<file path="src/rtl/shift_register_sequencer.sv">
// Command sequencer for a circular shift register: turns LOAD/ROTL/ROTR/READ
// commands into cycle-by-cycle S/D/OE pin activity and reports completion.
module shift_register_sequencer #(
    parameter int WIDTH = 4,
    parameter int AMT_W = 3
) (
    input  logic             clk_i,
    input  logic             rst_i,
    input  logic             cmd_valid_i,
    output logic             cmd_ready_o,
    input  logic [1:0]       cmd_op_i,
    input  logic [WIDTH-1:0] cmd_data_i,
    input  logic [AMT_W-1:0] cmd_amt_i,
    output logic [1:0]       s_o,
    output logic [WIDTH-1:0] d_o,
    output logic             oe_o,
    input  logic [WIDTH-1:0] q_i,
    output logic             rsp_valid_o,
    output logic [WIDTH-1:0] rsp_data_o,
    output logic             busy_o
);

    localparam int CNT_W = $clog2(WIDTH / 2 + 1);

    localparam logic [1:0] OP_LOAD = 2'b00;
    localparam logic [1:0] OP_ROTL = 2'b01;
    localparam logic [1:0] OP_ROTR = 2'b10;
    localparam logic [1:0] OP_READ = 2'b11;

    localparam logic [1:0] S_HOLD  = 2'b00;
    localparam logic [1:0] S_LEFT  = 2'b01;
    localparam logic [1:0] S_RIGHT = 2'b10;
    localparam logic [1:0] S_LOAD  = 2'b11;

    typedef enum logic [2:0] {
        IDLE,
        LOAD,
        SHIFT,
        READ_EN,
        READ_CAP
    } state_t;

    state_t             state_q, state_d;
    logic [1:0]         s_q, s_d;
    logic [WIDTH-1:0]   d_q, d_d;
    logic               oe_q, oe_d;
    logic               rsp_valid_q, rsp_valid_d;
    logic [WIDTH-1:0]   rsp_data_q, rsp_data_d;
    logic [CNT_W-1:0]   cnt_q, cnt_d;

    logic [31:0]        effAmt;
    logic [31:0]        stepsFull;
    logic               reverseDir;
    logic               goLeft;
    logic [CNT_W-1:0]   steps;

    // Rotations longer than half the ring are done the short way round;
    // an exact half-turn keeps the requested direction.
    always_comb begin
        effAmt     = 32'(cmd_amt_i) % 32'(WIDTH);
        reverseDir = (effAmt > 32'(WIDTH / 2));
        stepsFull  = reverseDir ? (32'(WIDTH) - effAmt) : effAmt;
        steps      = CNT_W'(stepsFull);
        goLeft     = (cmd_op_i == OP_ROTL) ^ reverseDir;
    end

    always_ff @(posedge clk_i) begin
        if (rst_i) begin
            state_q     <= IDLE;
            s_q         <= S_HOLD;
            d_q         <= '0;
            oe_q        <= 1'b1;
            rsp_valid_q <= 1'b0;
            rsp_data_q  <= '0;
            cnt_q       <= '0;
        end else begin
            state_q     <= state_d;
            s_q         <= s_d;
            d_q         <= d_d;
            oe_q        <= oe_d;
            rsp_valid_q <= rsp_valid_d;
            rsp_data_q  <= rsp_data_d;
            cnt_q       <= cnt_d;
        end
    end

    always_comb begin
        state_d     = state_q;
        s_d         = s_q;
        d_d         = d_q;
        oe_d        = oe_q;
        rsp_valid_d = 1'b0;
        rsp_data_d  = rsp_data_q;
        cnt_d       = cnt_q;

        case (state_q)
            IDLE: begin
                s_d  = S_HOLD;
                oe_d = 1'b1;
                if (cmd_valid_i) begin
                    case (cmd_op_i)
                        OP_LOAD: begin
                            state_d = LOAD;
                            s_d     = S_LOAD;
                            d_d     = cmd_data_i;
                        end
                        OP_ROTL, OP_ROTR: begin
                            // Zero-step rotations complete without touching S.
                            if (steps == '0) begin
                                rsp_valid_d = 1'b1;
                            end else begin
                                state_d = SHIFT;
                                s_d     = goLeft ? S_LEFT : S_RIGHT;
                                cnt_d   = steps;
                            end
                        end
                        OP_READ: begin
                            state_d = READ_EN;
                            oe_d    = 1'b0;
                        end
                        default: ;
                    endcase
                end
            end
            LOAD: begin
                state_d     = IDLE;
                s_d         = S_HOLD;
                rsp_valid_d = 1'b1;
            end
            SHIFT: begin
                cnt_d = cnt_q - CNT_W'(1);
                if (cnt_q == CNT_W'(1)) begin
                    state_d     = IDLE;
                    s_d         = S_HOLD;
                    rsp_valid_d = 1'b1;
                end
            end
            READ_EN: begin
                state_d = READ_CAP;
            end
            READ_CAP: begin
                // Q has had a full cycle to settle since OE dropped.
                rsp_data_d  = q_i;
                oe_d        = 1'b1;
                state_d     = IDLE;
                rsp_valid_d = 1'b1;
            end
            default: begin
                state_d = IDLE;
                s_d     = S_HOLD;
                oe_d    = 1'b1;
            end
        endcase
    end

    assign cmd_ready_o = (state_q == IDLE);
    assign busy_o      = (state_q != IDLE);
    assign s_o         = s_q;
    assign d_o         = d_q;
    assign oe_o        = oe_q;
    assign rsp_valid_o = rsp_valid_q;
    assign rsp_data_o  = rsp_data_q;

endmodule

</file>
<file path="config.mk">
export PLATFORM = sky130hd
export DESIGN_NAME = shift_register_sequencer
export DESIGN_NICKNAME = d
export VERILOG_FILES = /design/src/rtl/shift_register_sequencer.sv
export SDC_FILE = /design/constraint.sdc
export NUM_CORES = 1
export LEC_CHECK = 0
export CELL_PAD_IN_SITES_DETAIL_PLACEMENT = 1
export CELL_PAD_IN_SITES_GLOBAL_PLACEMENT = 1
export CORE_ASPECT_RATIO = 1.2
export CORE_MARGIN = 5
export CORE_UTILIZATION = 47
export DETAILED_ROUTE_END_ITERATION = 8
export DONT_BUFFER_PORTS = 1
export PLACE_DENSITY = 0.85
export SYNTH_ARGS = -nofsm -noshare
export SYNTH_HDL_FRONTEND = slang
export SYNTH_SLANG_ARGS = --single-unit
</file>
<file path="constraint.sdc">
create_clock -name clk_i -period 2.1 [get_ports clk_i]
set_input_delay 0.21 -clock clk_i [delete_from_list [all_inputs] [get_ports clk_i]]
set_output_delay 0.21 -clock clk_i [all_outputs]
set_load 0.01 [all_outputs]
</file>
== Yosys cells after proc, flatten, opt, wreduce, memory -nomap -nowiden ==
Cells that the tools add are included.

* Flip-flop bits (word level): 17
* Logic and storage cells: 62
* Output and inout port bits: 14

* Mux-type cells: 24
* Add/sub/neg operators: 2
* Reductions and logical operators: 13
* Bitwise operators: 2
* Eq/ne operators: 13
* $lt $le $gt $ge: 1

{| class="wikitable"
|+ Operators by type and width
! operator !! count
|-
| one-hot mux 3 bit (3 select lines) || 2
|-
| two-way mux 2 bit || 8
|-
| two-way mux 3 bit || 3
|-
| one-hot mux 2 bit (2 select lines) || 2
|-
| equality test 3 x 2 -> 1 bit (second input constant) || 2
|-
| two-way mux 1 bit || 6
|-
| != test 2 bit (second input constant) || 3
|-
| one-hot mux 2 bit (3 select lines) || 1
|-
| AND reduction 3 bit || 2
|-
| OR reduction 2 bit || 3
|-
| equality test 2 x 1 -> 1 bit (second input constant) || 2
|-
| equality test 2 bit (second input constant) || 2
|-
| zero test 2 bit || 2
|-
| AND reduction 4 bit || 1
|-
| equality test 3 x 1 -> 1 bit (second input constant) || 1
|-
| equality test 3 bit (second input constant) || 1
|-
| zero test 3 bit || 1
|-
| != test 3 bit (second input constant) || 1
|-
| one-hot mux 1 bit (3 select lines) || 1
|-
| nonzero test 3 bit || 1
|-
| OR reduction 3 bit || 1
|-
| greater-than comparator 2 bit (second input constant) || 1
|-
| != test 2 x 1 -> 1 bit (second input constant) || 1
|-
| one-hot mux 1 bit (2 select lines) || 1
|-
| other kinds (6) || 6
|}

== Logic depth before layout (Yosys ltp) ==
Gate-level depths: netlist of run 1.

* Word-level depth: 7
* Depth in mapped cells: 6

== Worst setup path after synthesis of run 1 ==
OpenSTA, ideal clock, no wires.

* Path kind: input to register
* From: input port cmd_op_i[1]
* To: register s_q[1], in the netlist s_o[1]
* Stages: 6
* Library setup time: 92 ps
* Data required time: 2008 ps
* Arrival time: 1341 ps
* Path slack: 667 ps
* Cells stage by stage: inv_1 > ha_1 > buf_2 > or4bb_1 > o211a_1 > o32ai_1

* Word-level cells in the longest chain between the ends: 7
* Elaborated cells between the ends (all ways): 10

{| class="wikitable"
|+ RTL lines
! item !! RTL line !! source
|-
| start: declaration || 11 || <nowiki>input logic [1:0] cmd_op_i,</nowiki>
|-
| equality test 2 x 1 -> 1 bit || 64, 101 ||
|-
| bitwise XOR 1 bit || 64 || <nowiki>goLeft = (cmd_op_i == OP_ROTL) ^ reverseDir;</nowiki>
|-
| two-way mux 2 bit || 113 || <nowiki>s_d = goLeft ? S_LEFT : S_RIGHT;</nowiki>
|-
| two-way mux 2 bit || 109 || <nowiki>if (steps == '0) begin</nowiki>
|-
| one-hot mux 2 bit (2 select lines) * || 101 || <nowiki>case (cmd_op_i)</nowiki>
|-
| two-way mux 2 bit * || 100 || <nowiki>if (cmd_valid_i) begin</nowiki>
|-
| one-hot mux 2 bit (3 select lines) * || 96 || <nowiki>case (state_q)</nowiki>
|-
| end signal: assignment || 70 || <nowiki>s_q <= S_HOLD;</nowiki>
|-
| end signal: assignment || 78 || <nowiki>s_q <= s_d;</nowiki>
|-
| end: declaration || 44 || <nowiki>logic [1:0] s_q, s_d;</nowiki>
|}

Mark *: on every way between the ends. The rest lies on a longest branch, timed or not.
A chain may end at the register's enable or synchronous reset.

== Worst setup path in the final report of run 1 ==
* From: register state_q[2]
* To: output port cmd_ready_o

* Word-level cells in the longest chain between the ends: 1

{| class="wikitable"
|+ RTL lines
! item !! RTL line !! source
|-
| start: declaration || 43 || <nowiki>state_t state_q, state_d;</nowiki>
|-
| start signal: assignment || 77 || <nowiki>state_q <= state_d;</nowiki>
|-
| zero test 3 bit || 156 || <nowiki>assign cmd_ready_o = (state_q == IDLE);</nowiki>
|-
| end: declaration || 10 || <nowiki>output logic cmd_ready_o,</nowiki>
|}

Every way passes these cells.

==> impl_results.md, run 1 <==
* Run status: completed
* Switching power at around 170 uW
* Port Buffer Count at 0
* Wire length of the first global-routing pass at 3477 um
* Max_slew headroom at a little over half
* Via count at 726
* Proportion of total power due to net switching at 27.56%
* Die ar. at 2837 um2
* Synthesized-area fraction occupied by adder cells at 7.123%
* Most used flip-flop cell after synthesis: sky130_fd_sc_hd__dfxtp_1
* Initial DRT Pass Iterations at 4
* Number of routed nets with antenna violations at 0
* Power density over cell area at just under 700 nW/um2
* Fraction of layout instances using a drive strength above 1 at 6.122%
* Maximum number of pins on one net before global-route repair at 14
* Multiplexer fraction of the synthesized cell area at under 10%
* Detailed-route wire length at between 1500 and 2000 um
* Routed len/inst at about 17 um
* Final GP Congestion at 0.7595
* Congestion Overflow GR at 0
* Antenna violations before repair at 0
* Max Fanout on Critical Path at 8
* Leading cell type in the layout, fill and taps excluded: sky130_fd_sc_hd__dfxtp_1
* CTS Sinks at 17
* Number of global-route vias before repair at 770
* Post-synthesis sequential area ratio at 38.75%
* Start-to-end type of the worst setup path: reg -> out
* Number of inserted diodes at 0
* Commonest cells after routing, fill and taps aside: sky130_fd_sc_hd__dfxtp_1 (17), sky130_fd_sc_hd__inv_1 (10), sky130_fd_sc_hd__nor2_1 (7)
* Logic gate share of total power at 16.7%
* Post-detailed-placement half-perimeter wirelength at 1560 um
* Final-stage net count at 120
* Actual slew at the worst max-slew pin at slightly below 700 ps
* Share of synthesized registers carrying an async set or reset at 0%
* Seq cells post-synth at 17
* Post-CTS Setup Inserts at 0
* Initial core utilization at roughly half
* Unrepaired setup endpoints after global routing: false
* DR vias/cell at 6.205
* Clk slew on worst S/H paths at 90 ps
* Yosys warnings at 0
* Site Rows at 17
* IR Drop Worst-Case VDD at approximately 0.27 mV
* Count of pins over their slew limit at 0
* CTS tree: done
* Cells after synthesis at 97
* Final hold viol count at 0
* CTS Buf Count at 3
* Synthesis-to-layout area growth at 4.274%
* Number of max-capacitance violations reported at 0
* Final Setup Violations at 0
* Area of the placeable core at 1808 um2
* Die Y at 57.36 um
* Largest family of logic cells by synthesized area: simple AND/OR/NAND/NOR gates
* Clk buf depth at 2
* Number of remaining DRC errors at 0
* Fraction of synthesized cell area in xor and xnor cells at 0.9972%
* DRT iter0 DRCs at 8
* Number of placed I/O pins at 30
* Critical path arrival at 1280 ps
* Sequential Power Share at 57.0%
* Element type at the critical path end: output pin
* Internal power component at between 400 and 500 uW
* Area fraction in compound gates after synthesis at 16.10%
* Min Hold Slack at ~29 ps
* Die Width at 49.47 um
* Insertion delay to the later sink of the worst-skew pair at 280 ps
* Setup TNS Final at 0 ps
* Post-synth cell types at 37
* Static leakage power at ~0.36 nW
* Part of the cycle the worst path needs at between 70 and 80%
* Fraction of the mapped netlist area in simple logic gates at 24.36%
* Worst Hold Class: in -> reg
* Post-synth EDFFs at 0
* Cell at the root of the clock tree: sky130_fd_sc_hd__clkbuf_4
* Share of power burned in the clock network at 26.3%
* Min Clock Period, post-route at between 1000 and 1500 ps
* Fmax at roughly 0.67 GHz
* Global router's overall resource usage at 15.61%
* Post-Route Skew at 6.410 ps
* Area of the mapped netlist at 878.3 um2
* Post-Synthesis Net Count at around 120
* Mean post-synth cell area at 9.055 um2
* Startpoint type of the worst setup path: flop
* Number of H-tree levels at 1
* Worst endpoint required time at 1890 ps
[metrics by stage]
step           utilization (%)  instance area [um2]  cells  setup WS (ps)  total power [mW]
4_1_cts                  50.66                915.9    117          596.8            0.6411
3_5_place_dp             48.58                878.3    112          568.4            0.4682
6_report                 50.66                915.9    117          610.9            0.6291
5_1_grt                  50.66                915.9    117          433.1            0.6770
2_1_floorplan                -                878.3     97          666.7            0.4535
3_3_place_gp             48.58                878.3    112          612.1            0.4620
[power groups by stage]
stage	Combinational, mW	Clock [mW]	Sequential (mW)
2_1_floorplan	0.0946	0	0.359
3_3_place_gp	0.0963	0	0.366
3_5_place_dp	0.101	0	0.367
4_1_cts	0.107	0.176	0.359
5_1_grt	0.119	0.195	0.362
6_report	0.105	0.165	0.359
[worst paths after layout]
path	cells after the start	endpoint	startpoint	slack, ps
worst max register to register	3	d_o[0]	state_q[1]	650
worst max-delay path	3	cmd_ready_o	state_q[2]	610
worst min register to register	2	cnt_q[1]	cnt_q[1]	500
worst min-delay path	2	oe_o	rst_i	30
[worst max-delay path, stage by stage, from the launching register on]
cell and delay [ps]:
sky130_fd_sc_hd__dfxtp_1 380, sky130_fd_sc_hd__nor2_1 300, sky130_fd_sc_hd__nand2_1 180, sky130_fd_sc_hd__inv_1 130
[layout make-up]
class | count | area [um2]
flip-flops and latches | 17 | 340.3
well taps | 19 | 23.77
multi-input cells | 66 | 476.7
clock inverters | 1 | 5.005
repair buffers | 1 | 10.01
clock buffers | 3 | 22.52
inverters | 10 | 37.54
fillers | 214 | 892.1
[logic make-up (layout without fill, tap and decap cells)]
| logic type | after synthesis | in the layout |
|---|---|---|
| AND/OR/NAND/NOR | 35 | 35 |
| adder cells (fa/ha/maj) | 5 | 5 |
| flip-flops | 17 | 17 |
| AO/OA/AOI/OAI | 20 | 20 |
| XOR/XNOR | 1 | 1 |
| multiplexers | 5 | 5 |
| buffers and inverters | 14 | 15 |
[metal layers]
| layer | share of wire (%) | routed length [um] | track usage, % |
|---|---|---|---|
| met1 | 37 | 724 | 15.25 |
| met2 | 53 | 1044 | 27.99 |
| met3 | 8.0 | 157 | 5.222 |
| met4 | 2.1 | 42 | 9.363 |
| met5 | 0 | 0 | 0 |
[flip-flops by register name, summed over array words and instances, names as in the netlist]
signal	cells
rsp_valid_o	1
state_q	3
oe_o	1
s_o	2
d_o	4
rsp_data_o	4
cnt_q	2
[cell usage after synthesis (2+ instances only)]
| cell type | instances | area [um2] |
|---|---|---|
| sky130_fd_sc_hd__a21oi_1 | 4 | 20.02 |
| sky130_fd_sc_hd__a311oi_1 | 2 | 17.52 |
| sky130_fd_sc_hd__a31oi_1 | 2 | 12.51 |
| sky130_fd_sc_hd__clkbuf_1 | 2 | 7.510 |
| sky130_fd_sc_hd__dfxtp_1 | 17 | 340.3 |
| sky130_fd_sc_hd__ha_1 | 5 | 62.56 |
| sky130_fd_sc_hd__inv_1 | 10 | 37.54 |
| sky130_fd_sc_hd__mux2i_1 | 5 | 50.05 |
| sky130_fd_sc_hd__nand2_1 | 5 | 18.77 |
| sky130_fd_sc_hd__nand2b_1 | 2 | 12.51 |
| sky130_fd_sc_hd__nand3_1 | 5 | 25.02 |
| sky130_fd_sc_hd__nand4_1 | 2 | 12.51 |
| sky130_fd_sc_hd__nor2_1 | 7 | 26.28 |
| sky130_fd_sc_hd__nor4_1 | 2 | 12.51 |
| sky130_fd_sc_hd__o21ai_0 | 4 | 20.02 |
| sky130_fd_sc_hd__o32ai_1 | 2 | 17.52 |
[timing repair]
item	in CTS	in global routing
resized for setup	0	0
hold buffers	1	0
hold endpoints to repair	11	0
Power figures use the tool's default switching activity.
==> inputs of run 2 (changes only) <==
Settings changed: CORE_UTILIZATION 47 to 39, PLACE_DENSITY 0.85 to 0.76.
Clock period 2.1 ns to 1.35 ns, I/O delays scaled along.
==> run 2 against run 1 <==
Net effect: the flow now finishes with violations (hold timing); sequential share of layout area shrank 3.6 points; worst setup slack lost 570 ps; register-to-register slack lost 610 ps; final area grew 12%; non-clock buffer count grew 9; worst hold slack lost 140 ps; combinational power grew 96%; critical path type is now reg -> reg; critical endpoint is now s_o[0]; largest power group unchanged; highest routed layer unchanged.
==> impl_results.md, run 2 (synthesized netlist as in run 1, its figures left out) <==
* Post-Route Skew at 0.7665 ps (-5.643 ps)
* Proportion of total power due to net switching at 28.51% (+0.95 points)
* Cell at the root of the clock tree: sky130_fd_sc_hd__clkbuf_4
* Final-stage net count at 129 (+7.5%)
* Setup Slack @ Placement at -11.80 ps (-580.2 ps)
* GR met3 Demand/Resource at 3.341% (-1.9 points)
* Global router's overall resource usage at 14.93% (-0.68 points)
* Initial core utilization at 41.49% (-7.1 points)
* Final Setup Violations at 0 (unchanged)
* Leading cell type in the layout, fill and taps excluded: sky130_fd_sc_hd__dfxtp_1
* Antenna violations before repair at 0 (unchanged)
* Die Y at 61.99 um (+8.1%)
* Switching power at 294.6 uW (+70%)
* Count of pins over their slew limit at 0 (unchanged)
* Number of H-tree levels at 1 (unchanged)
* Commonest cells after routing, fill and taps aside: sky130_fd_sc_hd__dfxtp_1 (14), sky130_fd_sc_hd__inv_1 (10), sky130_fd_sc_hd__buf_4 (8)
* Logic gate share of total power at 19.9% (+3.2 points)
* Element type at the critical path end: flop
* Grt met1 use at 16.20% (+0.96 points)
* Die ar. at 3305 um2 (+16%)
* Fmax at 0.7621 GHz
* Via count at 780 (+7.4%)
* Startpoint type of the worst setup path: flop
* Number of global-route vias before repair at 835 (+8.4%)
* Wire length of the first global-routing pass at 3622 um (+4.2%)
* Min Clock Period, post-route at 1312 ps
* Share of power burned in the clock network at 26.6% (+0.3 points)
* Final GP Congestion at 0.7976 (+5.0%)
* Cells along the critical path: or2_1, or4_4, o32ai_1
* Part of the cycle the worst path needs at 97.20%
* CP delay by family, top: simple AND/OR/NAND/NOR gates
* Static leakage power at 0.4080 nW (+14%)
* Clk buf depth at 2 (unchanged)
* Worst Hold Class: in -> reg
* Min Hold Slack at -107.0 ps (-136.0 ps)
* Congestion Overflow GR at 0 (unchanged)
* Max_slew headroom at 81.49% (+28 points)
* CTS Hold Buffers Added at 1 (unchanged)
* Sequential Power Share at 53.5% (-3.5 points)
* Number of inserted diodes at 0 (unchanged)
* Port Buffer Count at 0 (unchanged)
* Power density over cell area at 1008 nW/um2 (+47%)
* Run status: finished, violations left
* DRT iter0 DRCs at 8 (unchanged)
* Clk slew on worst S/H paths at 100 ps (about the same)
* Maximum number of pins on one net before global-route repair at 18 (+4)
* Start-to-end type of the worst setup path: reg -> reg
* Cell at the slowest stage of the critical path: sky130_fd_sc_hd__or4_4
* Worst endpoint required time at 1550 ps (-340 ps)
* Multi-input gate area at 496.7 um2 (+4.2%)
* Internal power component at 738.4 uW (+62%)
* Fraction of layout instances using a drive strength above 1 at 19.63% (+14 points)
* Crit-path max cell delay at 490 ps (+110 ps)
* Number of routed nets with antenna violations at 0 (unchanged)
* Minimum setup slack in the final design at 37.83 ps (-573.1 ps)
* DR vias/cell at 5.693 (-8.2%)
* Number of buffers and inverters on the critical path at 0 (-1)
* Final hold viol count at 14 (+14)
* Register area at 344.1 um2 (+1.1%)
* Max Fanout on Critical Path at 6 (-2)
* Post-detailed-placement half-perimeter wirelength at 1734 um (+11%)
* Layout fillers at 267 (+25%)
* Violations in the final reports: hold timing
* M2 GR Usage at 26.62% (-1.4 points)
* Initial DRT Pass Iterations at 2 (-2)
* CTS tree: done
* GRT busiest layer: met2
* CTS Sinks at 17 (unchanged)
* Critical path arrival at 1520 ps (+240 ps)
* Insertion delay to the later sink of the worst-skew pair at 290 ps (about the same)
* Number of placed I/O pins at 30 (unchanged)
* Die Width at 53.32 um (+7.8%)
* Synthesis-to-layout area growth at 16.67%
* Number of max-capacitance violations reported at 0 (unchanged)
* Area of the placeable core at 2117 um2 (+17%)
* Detailed-route wire length at 2277 um (+16%)
* Routed len/inst at 16.62 um (-1.2%)
* Site Rows at 18 (+1)
* Number of remaining DRC errors at 0 (unchanged)
* Share of the core filled with cells in the final layout at 48.40% (-2.3 points)
* Actual slew at the worst max-slew pin at 277.6 ps (-409.1 ps)
* CTS Buf Count at 3 (unchanged)
* IR Drop Worst-Case VDD at 0.4975 mV (+84%)
## run 2: cell type report
type	instances	share of cell area, %
clock buffer	3	2.198
sequential	17	33.58
tap	30	3.663
timing repair buffer	10	7.937
clock inverter	1	0.4884
multi-input combinational	66	48.47
inverter	10	3.663
## run 2: what timing repair did
item	4_1_cts	5_1_grt
pin swaps	0	1
hold endpoints to repair	15	14
gates resized for setup	4	6
setup endpoints to repair	5	7
setup buffers	0	1
## run 2: through the flow
stage	hold WS [ps]	instance area, um2	power, mW	TNS [ps]	instances
2_1_floorplan	282.2	880.8	0.7075	0	97
3_3_place_gp	206.1	952.2	0.7431	0	131
3_5_place_dp	209.1	952.2	0.7520	-13.33	131
4_1_cts	-114.0	1001	1.035	0	136
5_1_grt	-124.6	1025	1.097	-15.39	137
6_report	-107.0	1025	1.033	0	137
## run 2: worst paths after layout
path,depth (start not counted),end,from,slack [ps]
max,3,s_o[0],state_q[2],40
min,1,d_o[2],rst_i,-110
max reg2reg,3,s_o[0],state_q[2],40
min reg2reg,2,cnt_q[1],cnt_q[1],500
## run 2: metal layers
metal / wire length [um] / share of wire [%] / vias to the layer above
li1: - / - / 376
met1: 867 / 38 / 375
met2: 1205 / 53 / 23
met3: 126 / 5.5 / 6
met4: 77 / 3.4 / 0
met5: 0 / 0 / -
## run 2: power groups by stage
stage	combinational, mW	clock [mW]	sequential [mW]
6_report	0.206	0.275	0.552
3_3_place_gp	0.182	0	0.561
2_1_floorplan	0.149	0	0.558
5_1_grt	0.230	0.311	0.556
3_5_place_dp	0.190	0	0.562
4_1_cts	0.197	0.287	0.551
